**src/rtl/tile_update_writer.sv**
```systemverilog
// tile_update_writer: mirrors the falling piece into the tile RAM.
// Clears the board after reset, then erases/redraws the piece on change.

module tile_update_writer #(
  parameter int BOARD_W = 10,
  parameter int BOARD_H = 20
) (
  input  logic            frame_clk,
  input  logic            Reset,
  input  logic [3:0][6:0] blockXPos,
  input  logic [3:0][6:0] blockYPos,
  input  logic [3:0]      blockColor,
  input  logic            tile_ack,
  output logic            tile_we,
  output logic [7:0]      tile_addr,
  output logic [3:0]      tile_wdata,
  output logic            busy,
  output logic            update_done
);

  typedef enum logic [1:0] {
    CLEAR,
    IDLE,
    ERASE,
    DRAW
  } state_t;

  localparam logic [7:0] LAST_ADDR = 8'(BOARD_W * BOARD_H - 1);
  localparam logic [7:0] W8 = 8'(BOARD_W);
  localparam logic [6:0] W7 = 7'(BOARD_W);
  localparam logic [6:0] H7 = 7'(BOARD_H);

  state_t          state, state_n;
  logic [1:0]      slot, slot_n;
  logic [7:0]      clr_addr, clr_addr_n;
  logic [3:0][6:0] drawn_x, drawn_y;
  logic [3:0][6:0] snap_x, snap_y;
  logic [3:0]      drawn_c, snap_c;
  logic            latch, commit, done_n;
  logic [6:0]      cur_x, cur_y;
  logic            in_bounds, changed;
  logic [7:0]      cell_addr;

  assign busy = (state != IDLE);

  assign changed = (blockXPos != drawn_x) ||
                   (blockYPos != drawn_y) ||
                   (blockColor != drawn_c);

  // Select the cell for the current slot: old piece when erasing.
  always_comb begin
    cur_x = snap_x[slot];
    cur_y = snap_y[slot];
    if (state == ERASE) begin
      cur_x = drawn_x[slot];
      cur_y = drawn_y[slot];
    end
    in_bounds = (cur_x < W7) && (cur_y < H7);
    cell_addr = {1'b0, cur_y} * W8 + {1'b0, cur_x};
  end

  // State, slot and clear-address registers.
  always_ff @(posedge frame_clk or posedge Reset) begin
    if (Reset) begin
      state       <= CLEAR;
      slot        <= 2'd0;
      clr_addr    <= 8'd0;
      update_done <= 1'b0;
    end else begin
      state       <= state_n;
      slot        <= slot_n;
      clr_addr    <= clr_addr_n;
      update_done <= done_n;
    end
  end

  // Snapshot on a detected change; commit snapshot once drawn.
  always_ff @(posedge frame_clk or posedge Reset) begin
    if (Reset) begin
      drawn_x <= {4{7'h7F}};
      drawn_y <= {4{7'h7F}};
      drawn_c <= 4'd0;
      snap_x  <= '0;
      snap_y  <= '0;
      snap_c  <= 4'd0;
    end else begin
      if (latch) begin
        snap_x <= blockXPos;
        snap_y <= blockYPos;
        snap_c <= blockColor;
      end
      if (commit) begin
        drawn_x <= snap_x;
        drawn_y <= snap_y;
        drawn_c <= snap_c;
      end
    end
  end

  // Next state and write-port outputs; off-board cells burn one idle cycle.
  always_comb begin
    state_n    = state;
    slot_n     = slot;
    clr_addr_n = clr_addr;
    latch      = 1'b0;
    commit     = 1'b0;
    done_n     = 1'b0;
    tile_we    = 1'b0;
    tile_addr  = 8'd0;
    tile_wdata = 4'd0;
    unique case (state)
      CLEAR: begin
        tile_we   = 1'b1;
        tile_addr = clr_addr;
        if (tile_ack) begin
          if (clr_addr == LAST_ADDR) begin
            state_n = IDLE;
          end else begin
            clr_addr_n = clr_addr + 8'd1;
          end
        end
      end
      IDLE: begin
        if (changed) begin
          latch  = 1'b1;
          slot_n = 2'd0;
          if (blockColor == drawn_c) begin
            state_n = ERASE;
          end else begin
            state_n = DRAW;
          end
        end
      end
      ERASE: begin
        tile_we   = in_bounds;
        tile_addr = in_bounds ? cell_addr : 8'd0;
        if (!in_bounds || tile_ack) begin
          slot_n = slot + 2'd1;
          if (slot == 2'd3) begin
            state_n = DRAW;
            slot_n  = 2'd0;
          end
        end
      end
      DRAW: begin
        tile_we    = in_bounds;
        tile_addr  = in_bounds ? cell_addr : 8'd0;
        tile_wdata = in_bounds ? snap_c : 4'd0;
        if (!in_bounds || tile_ack) begin
          slot_n = slot + 2'd1;
          if (slot == 2'd3) begin
            state_n = IDLE;
            slot_n  = 2'd0;
            commit  = 1'b1;
            done_n  = 1'b1;
          end
        end
      end
    endcase
    if (Reset) begin
      tile_we    = 1'b0;
      tile_addr  = 8'd0;
      tile_wdata = 4'd0;
    end
  end

endmodule

```
**config.mk**
```make
export PLATFORM = sky130hd
export DESIGN_NAME = tile_update_writer
export DESIGN_NICKNAME = d
export VERILOG_FILES = /design/src/rtl/tile_update_writer.sv
export SDC_FILE = /design/constraint.sdc
export NUM_CORES = 1
export LEC_CHECK = 0
export CAP_MARGIN = 20
export CORE_MARGIN = 2
export CORE_UTILIZATION = 50
export DETAILED_ROUTE_END_ITERATION = 6
export PLACE_DENSITY = 0.73
export SYNTH_ARGS = -nofsm -noshare
export SYNTH_HDL_FRONTEND = slang
export SYNTH_SLANG_ARGS = --single-unit
```
**constraint.sdc**
```tcl
create_clock -name frame_clk -period 14 [get_ports frame_clk]
set_input_delay 2.8 -clock frame_clk [delete_from_list [all_inputs] [get_ports frame_clk]]
set_output_delay 2.8 -clock frame_clk [all_outputs]
set_load 0.005 [all_outputs]
```
After elaboration in Yosys (flattened, before gate mapping)
Index checks and enable logic that the tools add are counted. W data, S select, Z words.

Reduce and logical (&&, ||, !) cells: 11. Div/mod/pow operators: 0. Bitwise logic cells: 1. Add/sub/neg operators: 3. $lt $le $gt $ge: 3. $mul: 1. Multiplexer cells: 36. Shift operators: 0. Eq/ne operators: 18.

Operators by type and width (count): $bmux W7 S2 (4); $ne A28 B28 Y1 (2); $mux W7 (6); $mux W2 (10); $mux W8 (2); $pmux W8 S2 (1); $mux W4 (3); $ne A2 B2 Y1 const B (5); $add A8 B1 Y8 const B (1); $add A8 B7 Y8 (1); $eq A8 B8 Y1 const B (1); $ne A2 B1 Y1 const B (4); $pmux W2 S4 (1); $lt A7 B4 Y1 const B (1); $lt A7 B5 Y1 const B (1); $mul A7 B3 Y7 const B (1); $mux W1 (7); $reduce_and A7 Y1 (1); $eq A2 B2 Y1 const B (3); $reduce_and A3 Y1 (2); $eq A4 B4 Y1 (1); $ne A4 B4 Y1 (1); $pmux W2 S2 (1); $logic_or A1 B1 Y1 (3); 10 further kinds (10).

ROM bits: 0. Bits in writable memories: 0. Memories kept: 0. Latch bits: 0. Output and inout bits: 15. Flip-flop bits (word level): 133.

Longest topological paths before layout
Gate-level depths: netlist (run 1).

Word-level depth: 9. Depth in mapped cells: 16. Mapped depth without buffers: 15.

Worst setup path after synthesis (run 1)
OpenSTA, ideal clock, no wires.

Path kind: input-to-output. Start point: in Reset. End point: out tile_addr[0]. Buffers on the path: 0. Path slack: 4.778 ns. Arrival: 6.422 ns. Stages: 3. Path through: inv_1 > nand2_1 > nor2_1.

Longest elaborated chain between the ends: 1.

Ends and longest elaborated chain: start, declared (RTL line 9) `input logic Reset,`; $mux W8 (RTL line 160) `if (Reset) begin`; end, declared (RTL line 15) `output logic [7:0] tile_addr,`.

Every way passes these cells.

Final worst setup path (run 1)
Start point: reg state[0]. End point: out tile_addr[7].

Longest elaborated chain between the ends: 7. Elaborated cells between the ends (all ways): 14.

Ends and longest elaborated chain: start, declared (RTL line 33) `state_t state, state_n;`; start signal, assigned (RTL line 70) `state <= state_n;`; $eq A2 B2 Y1 (RTL line 54, 111); $mux W7 (RTL line 54) `if (state == ERASE) begin`; $mul A7 B3 Y7 (tied with other cells) (RTL line 59) `cell_addr = {1'b0, cur_y} * W8 + {1'b0, cur_x};`; $add A8 B7 Y8 / $logic_and A1 B1 Y1 (equally long branches) (RTL line 59, 58); $mux W8 (RTL line 136, 147); $pmux W8 S2 (*) (RTL line 111) `unique case (state)`; $mux W8 (*) (RTL line 160).

Mark *: on every way between the ends. The rest lies on a longest branch, timed or not.

==> results.yml, run 1 <==
global_route:
  grt_max_degree: 80
  grt_pass1_vias: 4928
  grt_pass1_wl_mm: 27.65
  grt_util_all_layers_pct: 22.42
  antenna_found_initial: 0
  grt_overflow_total: 0
power_and_ir_drop:
  total_power_mw: 2.470
  p_int_mw: 1.582
  swShare_pct: 35.96
  p_leak_nw: 3.931
  p_sw_mw: 0.8882
  p_seq_share_pct: 31.8
  peakVddDrop_mv: 0.1440
  pwr-share-comb_pct: 50.0
  p_per_area_nw_per_um2: 273.4
  clockPowerShare_pct: 18.1
logic_synthesis:
  synth-seq-cells: 133
  synthArstFlopShare_pct: 100.0
  ys_warn_count: 0
  syn_inst: 534
  synth-edff-count: 0
  synth_ff_type: "dfrtp_1"
  avgSynthCellArea_um2: 14.26
  seq_area_frac_synth_pct: 44.63
  synth.most_common_cell: "mux2_2"
  synth-simple-area-share_pct: 4.749
  synth_top_family_by_area: "multiplexers"
  synthMuxAreaShare_pct: 31.52
  synth_common_cells: "mux2_2 (81), dfrtp_1 (77), xor2_1 (64), mux2_4 (59), dfstp_2 (56)"
  synthTopCellsByArea: "dfrtp_1 (25%), dfstp_2 (19%), mux2_2 (12%)"
  synth-xor-area-share_pct: 8.743
  yosysTopAreaCell: "dfrtp_1"
  synth_compound_area_share_pct: 3.040
  netlist_area_um2: 7614
  synth_nets: 618
  yosysTopAreaCellShare_pct: 25.31
  yosysUniqueCellTypes: 46
  synth_fa_ha_area_share_pct: 3.648
cells_and_area:
  final_nets: 696
  fin_area_um2: 9034
  fillCellCount: 1168
  diodes: 0
  syn_to_final_growth_pct: 18.65
  drive_gt1_share_pct: 41.99
  fin_cells: 812
clocking:
  holdBufCountCts: 0
  clock_latency_ns: 0.42
  clockRootBuffer: "clkbuf_16"
  clock-sinks: 133
  cts_buffers: 17
  clk_pin_slew_ns: 0.05
  cts_setup_buffers: 0
  cts_buffer_depth: 2
  h-tree-depth: 4
  tritoncts: "built"
  cts_resized: 0
timing:
  maxSlewViolCount: 0
  rsz0062_at_grt: "no"
  max_freq_mhz: 127.0
  finalHoldViolCount: 0
  setup_viol: 0
  finalWorstSetupSlack_ns: 6.129
  period_share_pct: 56.22
  fin_skew_ns: 0.006537
  worst_slew_pin_slew_ns: 0.9947
  fin_crit_ns: 7.871
  maxSlewHeadroom_pct: 33.69
  fin_setup_tns_ns: 0
drt:
  ant_nets: 0
  via_per_inst: 5.697
  wl_mm: 17.04
  drc: 0
  drtIter0Drc: 255
  drtPass1Iterations: 5
  num_vias: 4626
  wl_per_cell_um: 20.99
min_path:
  min_from: "clr_addr[7]$_DFFE_PP0P_"
  hp-class: "flip-flop to flip-flop"
floorplan:
  dieHeight_um: 127.4
  dieArea_um2: 16230
  core-area_um2: 15030
  die_w_um: 127.4
  rows: 45
  ioPinCount: 78
  initial_core_util_pct: 50.65
place:
  dp_hpwl_mm: 12.10
  dpl_cell_area_um2: 8439
  gp_congestion: 0.8253
  post-place-ws_ns: 6.302
  numPortBuffers: 77
  dp_cells: 781
setup_path:
  max_stage_delay_ns: 0.60
  crit_fanout: 13
  r2r-start: "state[0]$_DFFE_PP0P_"
  cp_common_cell: "ha_1"
  worstSetupStartpointType: "flip-flop"
  crit_path_cell_trace: "inv_1, ha_1, inv_1, mux2_2, ha_1, ha_1, fa_1, xor2_1, ha_1, a21oi_1, o21ai_0, xnor2_1, a22oi_1, nor2_1, clkdlybuf4s50_1"
  crit_start: "state[0]$_DFFE_PP0P_"
  crit_type: "flip-flop to primary output"
  arrival_ns: 5.07
  cp-end-kind: "primary output"
  crit_required_ns: 11.20
  cpMaxStageDelayCell: "ha_1"
run_status:
  status: "completed"
run:
  cap_viol_max_count: 0
-- sequential cells by signal (all words and copies together) (netlist names) --
name / flops
drawn_y: 28
update_done: 1
state: 2
clr_addr: 8
snap_y: 28
snap_x: 28
slot: 2
drawn_c: 4
drawn_x: 28
snap_c: 4
-- area by class of cell --
cell class,count,area [um2],area share (%)
sequential,133,3398,37.62
clock buffer,23,498.0,5.512
clock inverter,8,96.34,1.066
timing repair buffer,83,815.8,9.030
tap,188,235.2,2.604
inverter,11,43.79,0.4848
multi-input combinational,366,3946,43.68
-- through the flow --
step	util (%)	hold WS (ns)
floorplan	-	0.4675
global placement	56.14	0.5017
detailed placement	56.14	0.5138
CTS	60.09	0.5249
global route	60.09	0.5398
finish	60.09	0.5224
-- cell families after synthesis --
group | Yosys count
xor+xnor | 76
mux | 169
simple gates | 68
fa+ha+maj | 21
flops | 133
buf+inv | 35
compound gates | 32
-- power groups by stage --
stage	clock, mW	combinational (mW)	sequential, mW
floorplan	0	0.981	0.736
global placement	0	1.20	0.772
detailed placement	0	1.23	0.788
CTS	0.454	1.24	0.784
global route	0.471	1.35	0.812
finish	0.447	1.24	0.786
-- per-layer routing --
| layer | vias to the layer above | share of wire (%) | GRT usage (%) |
|---|---|---|---|
| met5 | - | 0 | 0 |
| met4 | 0 | 2.8 | 8.662 |
| met3 | 32 | 4.3 | 5.444 |
| met2 | 108 | 47 | 34.63 |
| met1 | 2387 | 45 | 30.81 |
| li1 | 2099 | - | - |
-- final timing paths --
check                                     endpoint  slack [ns]  cells past startpoint
setup / recovery                      tile_addr[7]        6.13                     15
hold / removal             clr_addr[7]$_DFFE_PP0P_        0.52                      1
setup reg to reg            drawn_x[9]$_DFFE_PP1P_        9.50                     10
hold reg to reg            clr_addr[7]$_DFFE_PP0P_        0.52                      1
max in group asynchronous   snap_y[17]$_DFFE_PP0P_        9.69                      3
min in group asynchronous   snap_x[27]$_DFFE_PP0P_        2.86                      2
-- layout by cell type (no fill, tap or decap), types with 4 or more instances in the layout --
cell type,instances
buf_4,6
xnor2_1,12
nor2_1,15
mux2_2,81
clkinv_2,4
nor4_1,16
and2_1,5
clkbuf_16,17
nand2_1,12
dfstp_2,56
a22oi_1,8
inv_1,10
mux4_2,22
o21ai_0,6
ha_1,19
dfrtp_1,77
clkbuf_8,5
clkdlybuf4s50_1,77
xor2_1,64
mux2_4,59
a21oi_1,6
nand3_1,7
-- critical path, delay by kind of cell (launching register included) --
kind	cells	cell delay, ns
adders and majority gates	5	1.84
buffers and inverters	3	1.08
muxes	1	0.43
DFF	1	0.41
xor gates and xnor gates	2	0.39
AOI/OAI and AO/OA	3	0.34
and+or+nand+nor	1	0.13
(Power assumes the default switching activity.)
==> run 2, diff against run 1 <==
--- a/config.mk
+++ b/config.mk
@@ -9,7 +9,7 @@
 export CORE_MARGIN = 2
 export CORE_UTILIZATION = 50
 export DETAILED_ROUTE_END_ITERATION = 6
-export PLACE_DENSITY = 0.73
+export PLACE_DENSITY = 0.75
 export SYNTH_ARGS = -nofsm -noshare
 export SYNTH_HDL_FRONTEND = slang
 export SYNTH_SLANG_ARGS = --single-unit
==> constraint.sdc (replaced) <==
create_clock -name frame_clk -period 6.75 [get_ports frame_clk]
set_input_delay 1.35 -clock frame_clk [delete_from_list [all_inputs] [get_ports frame_clk]]
set_output_delay 1.35 -clock frame_clk [all_outputs]
set_load 0.005 [all_outputs]
==> run 2 against run 1 <==
  * Clock power up 110%
  * Critical path depth down 2
  * First-iteration DRC count up 35%
  * Register-to-register slack worse by 7.3 ns
  * Final cell count up 0.37%
  * Critical path type unchanged
  * Largest cell class unchanged
  * Worst hold slack worse by 0.014 ns
  * Total power up 110%
  * Non-clock buffer count up 2
  * Global-route usage up 0.057 points
  * Sequential share of layout area about the same
  * Clock-buffer cell count up 1
  * Flip-flop and latch count unchanged
==> results.yml, run 2 (synthesis gave the netlist of run 1 again) <==
clocking:
  tritoncts: "built"
  clk_pin_slew_ns: 0.06
  h-tree-depth: 4
  clock_latency_ns: 0.42
  cts_buffer_depth: 2
  clock-sinks: 133
  cts_setup_buffers: 0
  holdBufCountCts: 0
  cts_resized: 0
  cts_buffers: 17
  clockRootBuffer: "clkbuf_16"
power_and_ir_drop:
  peakVddDrop_mv: 0.4412
  p_per_area_nw_per_um2: 570.2
  clockPowerShare_pct: 17.9
  p_sw_mw: 1.877
  p_int_mw: 3.280
  pwr-share-comb_pct: 49.6
  p_leak_nw: 3.940
  p_seq_share_pct: 32.5
  total_power_mw: 5.157
  swShare_pct: 36.39
setup_path:
  arrival_ns: 4.91
  crit_fanout: 19
  crit_required_ns: 5.40
  cpMaxStageDelayCell: "dfrtp_1"
  critPathTopFamily: "adder cells"
  cp_num_cells: 13
  crit_path_cell_trace: "buf_4, mux2_2, mux4_2, ha_1, ha_1, xor2_1, ha_1, nand2_1, o21ai_0, xnor2_1, a22oi_1, nor2_1, clkdlybuf4s50_1"
  r2r_cells: 9
  cp_common_cell: "ha_1"
  cp-end-kind: "primary output"
  path_buf_inv: 2
  crit_type: "flip-flop to primary output"
  max_stage_delay_ns: 0.86
  worstSetupStartpointType: "flip-flop"
place:
  dpl_cell_area_um2: 8454
  post-place-ws_ns: 0.9500
  numPortBuffers: 77
  gp_congestion: 0.8485
  dp_cells: 783
  dp_hpwl_mm: 12.31
timing:
  finalWorstSetupSlack_ns: 0.4934
  fin_skew_ns: 0.01452
  fin_crit_ns: 6.257
  max_freq_mhz: 159.8
  fin_setup_tns_ns: 0
  maxSlewViolCount: 0
  hold_ws_ns: 0.5087
  finalHoldViolCount: 0
  worst_slew_pin_slew_ns: 0.9339
  period_share_pct: 92.69
  maxSlewHeadroom_pct: 37.74
  setup_viol: 0
  rsz0062_at_grt: "no"
drt:
  drc: 0
  wl_per_cell_um: 21.11
  drtIter0Drc: 343
  drtPass1Iterations: 5
  via_per_inst: 5.747
  num_vias: 4684
  wl_mm: 17.20
  ant_nets: 0
global_route:
  antenna_found_initial: 0
  grt_pass1_wl_mm: 27.92
  grt_overflow_total: 0
  grt_pass1_vias: 5069
  met3_usage_pct: 4.523
  grt_util_all_layers_pct: 22.48
  use_met2_pct: 36.77
  grt_util_met1_pct: 29.82
  top_usage_layer: "met2"
  grt_max_degree: 68
cells_and_area:
  diodes: 0
  fin_area_um2: 9044
  syn_to_final_growth_pct: 18.78
  drive_gt1_share_pct: 41.95
  final_cell_mix: "mux2_2 (81), dfrtp_1 (77), clkdlybuf4s50_1 (77)"
  utilization_pct: 60.16
  fin_cells: 815
  final_common_cell: "mux2_2"
  final_nets: 698
run:
  cap_viol_max_count: 0
min_path:
  hold_depth: 1
  hp-class: "flip-flop to flip-flop"
floorplan:
  initial_core_util_pct: 50.65
  ioPinCount: 78
  rows: 45
  core-area_um2: 15030
  die_w_um: 127.4
  dieHeight_um: 127.4
  dieArea_um2: 16230
run_status:
  status: "completed"
[run 2: cell count changes in the layout (fill, tap and decap cells not counted), sizes merged]
cell	delta
buf	+2
clkinv	+2
clkbuf	+1
clkinvlp	-1
inv	-1
[run 2: worst paths after layout]
path	slack, ns	start	to
setup / recovery	0.49	slot[1]$_DFFE_PP0P_	tile_addr[7]
hold / removal	0.51	clr_addr[7]$_DFFE_PP0P_	clr_addr[7]$_DFFE_PP0P_
setup reg to reg	2.17	slot[1]$_DFFE_PP0P_	drawn_y[5]$_DFFE_PP1P_
hold reg to reg	0.51	clr_addr[7]$_DFFE_PP0P_	clr_addr[7]$_DFFE_PP0P_
max in group asynchronous	4.59	Reset	snap_y[26]$_DFFE_PP0P_
min in group asynchronous	1.59	Reset	clr_addr[7]$_DFFE_PP0P_
[run 2: cell type report]
type                    instances  area [um2]
clock buffers                  24       491.7
clock inverters                 8       97.59
fillers                      1163        5989
inverters                      11       43.79
multi-input cells             366        3946
flip-flops and latches        133        3398
well taps                     188       235.2
repair buffers                 85       830.8
[run 2: layer usage]
layer,vias up,share of wire (%)
met5,-,0
met4,0,1.8
met3,19,4.6
met2,121,50
met1,2448,44
li1,2096,-
[run 2: power by group through the flow]
stage          Clock [mW]  Sequential [mW]  Combinational [mW]
6_report            0.921             1.68                2.56
5_1_grt             0.965             1.74                2.80
4_1_cts             0.931             1.67                2.57
3_5_place_dp            0             1.68                2.53
3_3_place_gp            0             1.66                2.45
2_1_floorplan           0             1.53                2.03
[run 2: worst reg2reg max path, delay by kind of cell, from the launching register on]
kind	cells	cell delay (ns)
buffers and inverters	2	0.94
AND/OR/NAND/NOR	3	1.34
multiplexers	3	1.21
AO/OA/AOI/OAI	1	0.14
flip-flops	1	0.86
==> run 3, diff against run 2 <==
--- a/config.mk
+++ b/config.mk
@@ -8,6 +8,7 @@
 export CAP_MARGIN = 20
 export CORE_MARGIN = 2
 export CORE_UTILIZATION = 50
+export CTS_CLUSTER_SIZE = 16
 export DETAILED_ROUTE_END_ITERATION = 6
 export PLACE_DENSITY = 0.75
 export SYNTH_ARGS = -nofsm -noshare
==> results of run 3 <==
Final layout, timing and power as in run 2 (identical DEF).
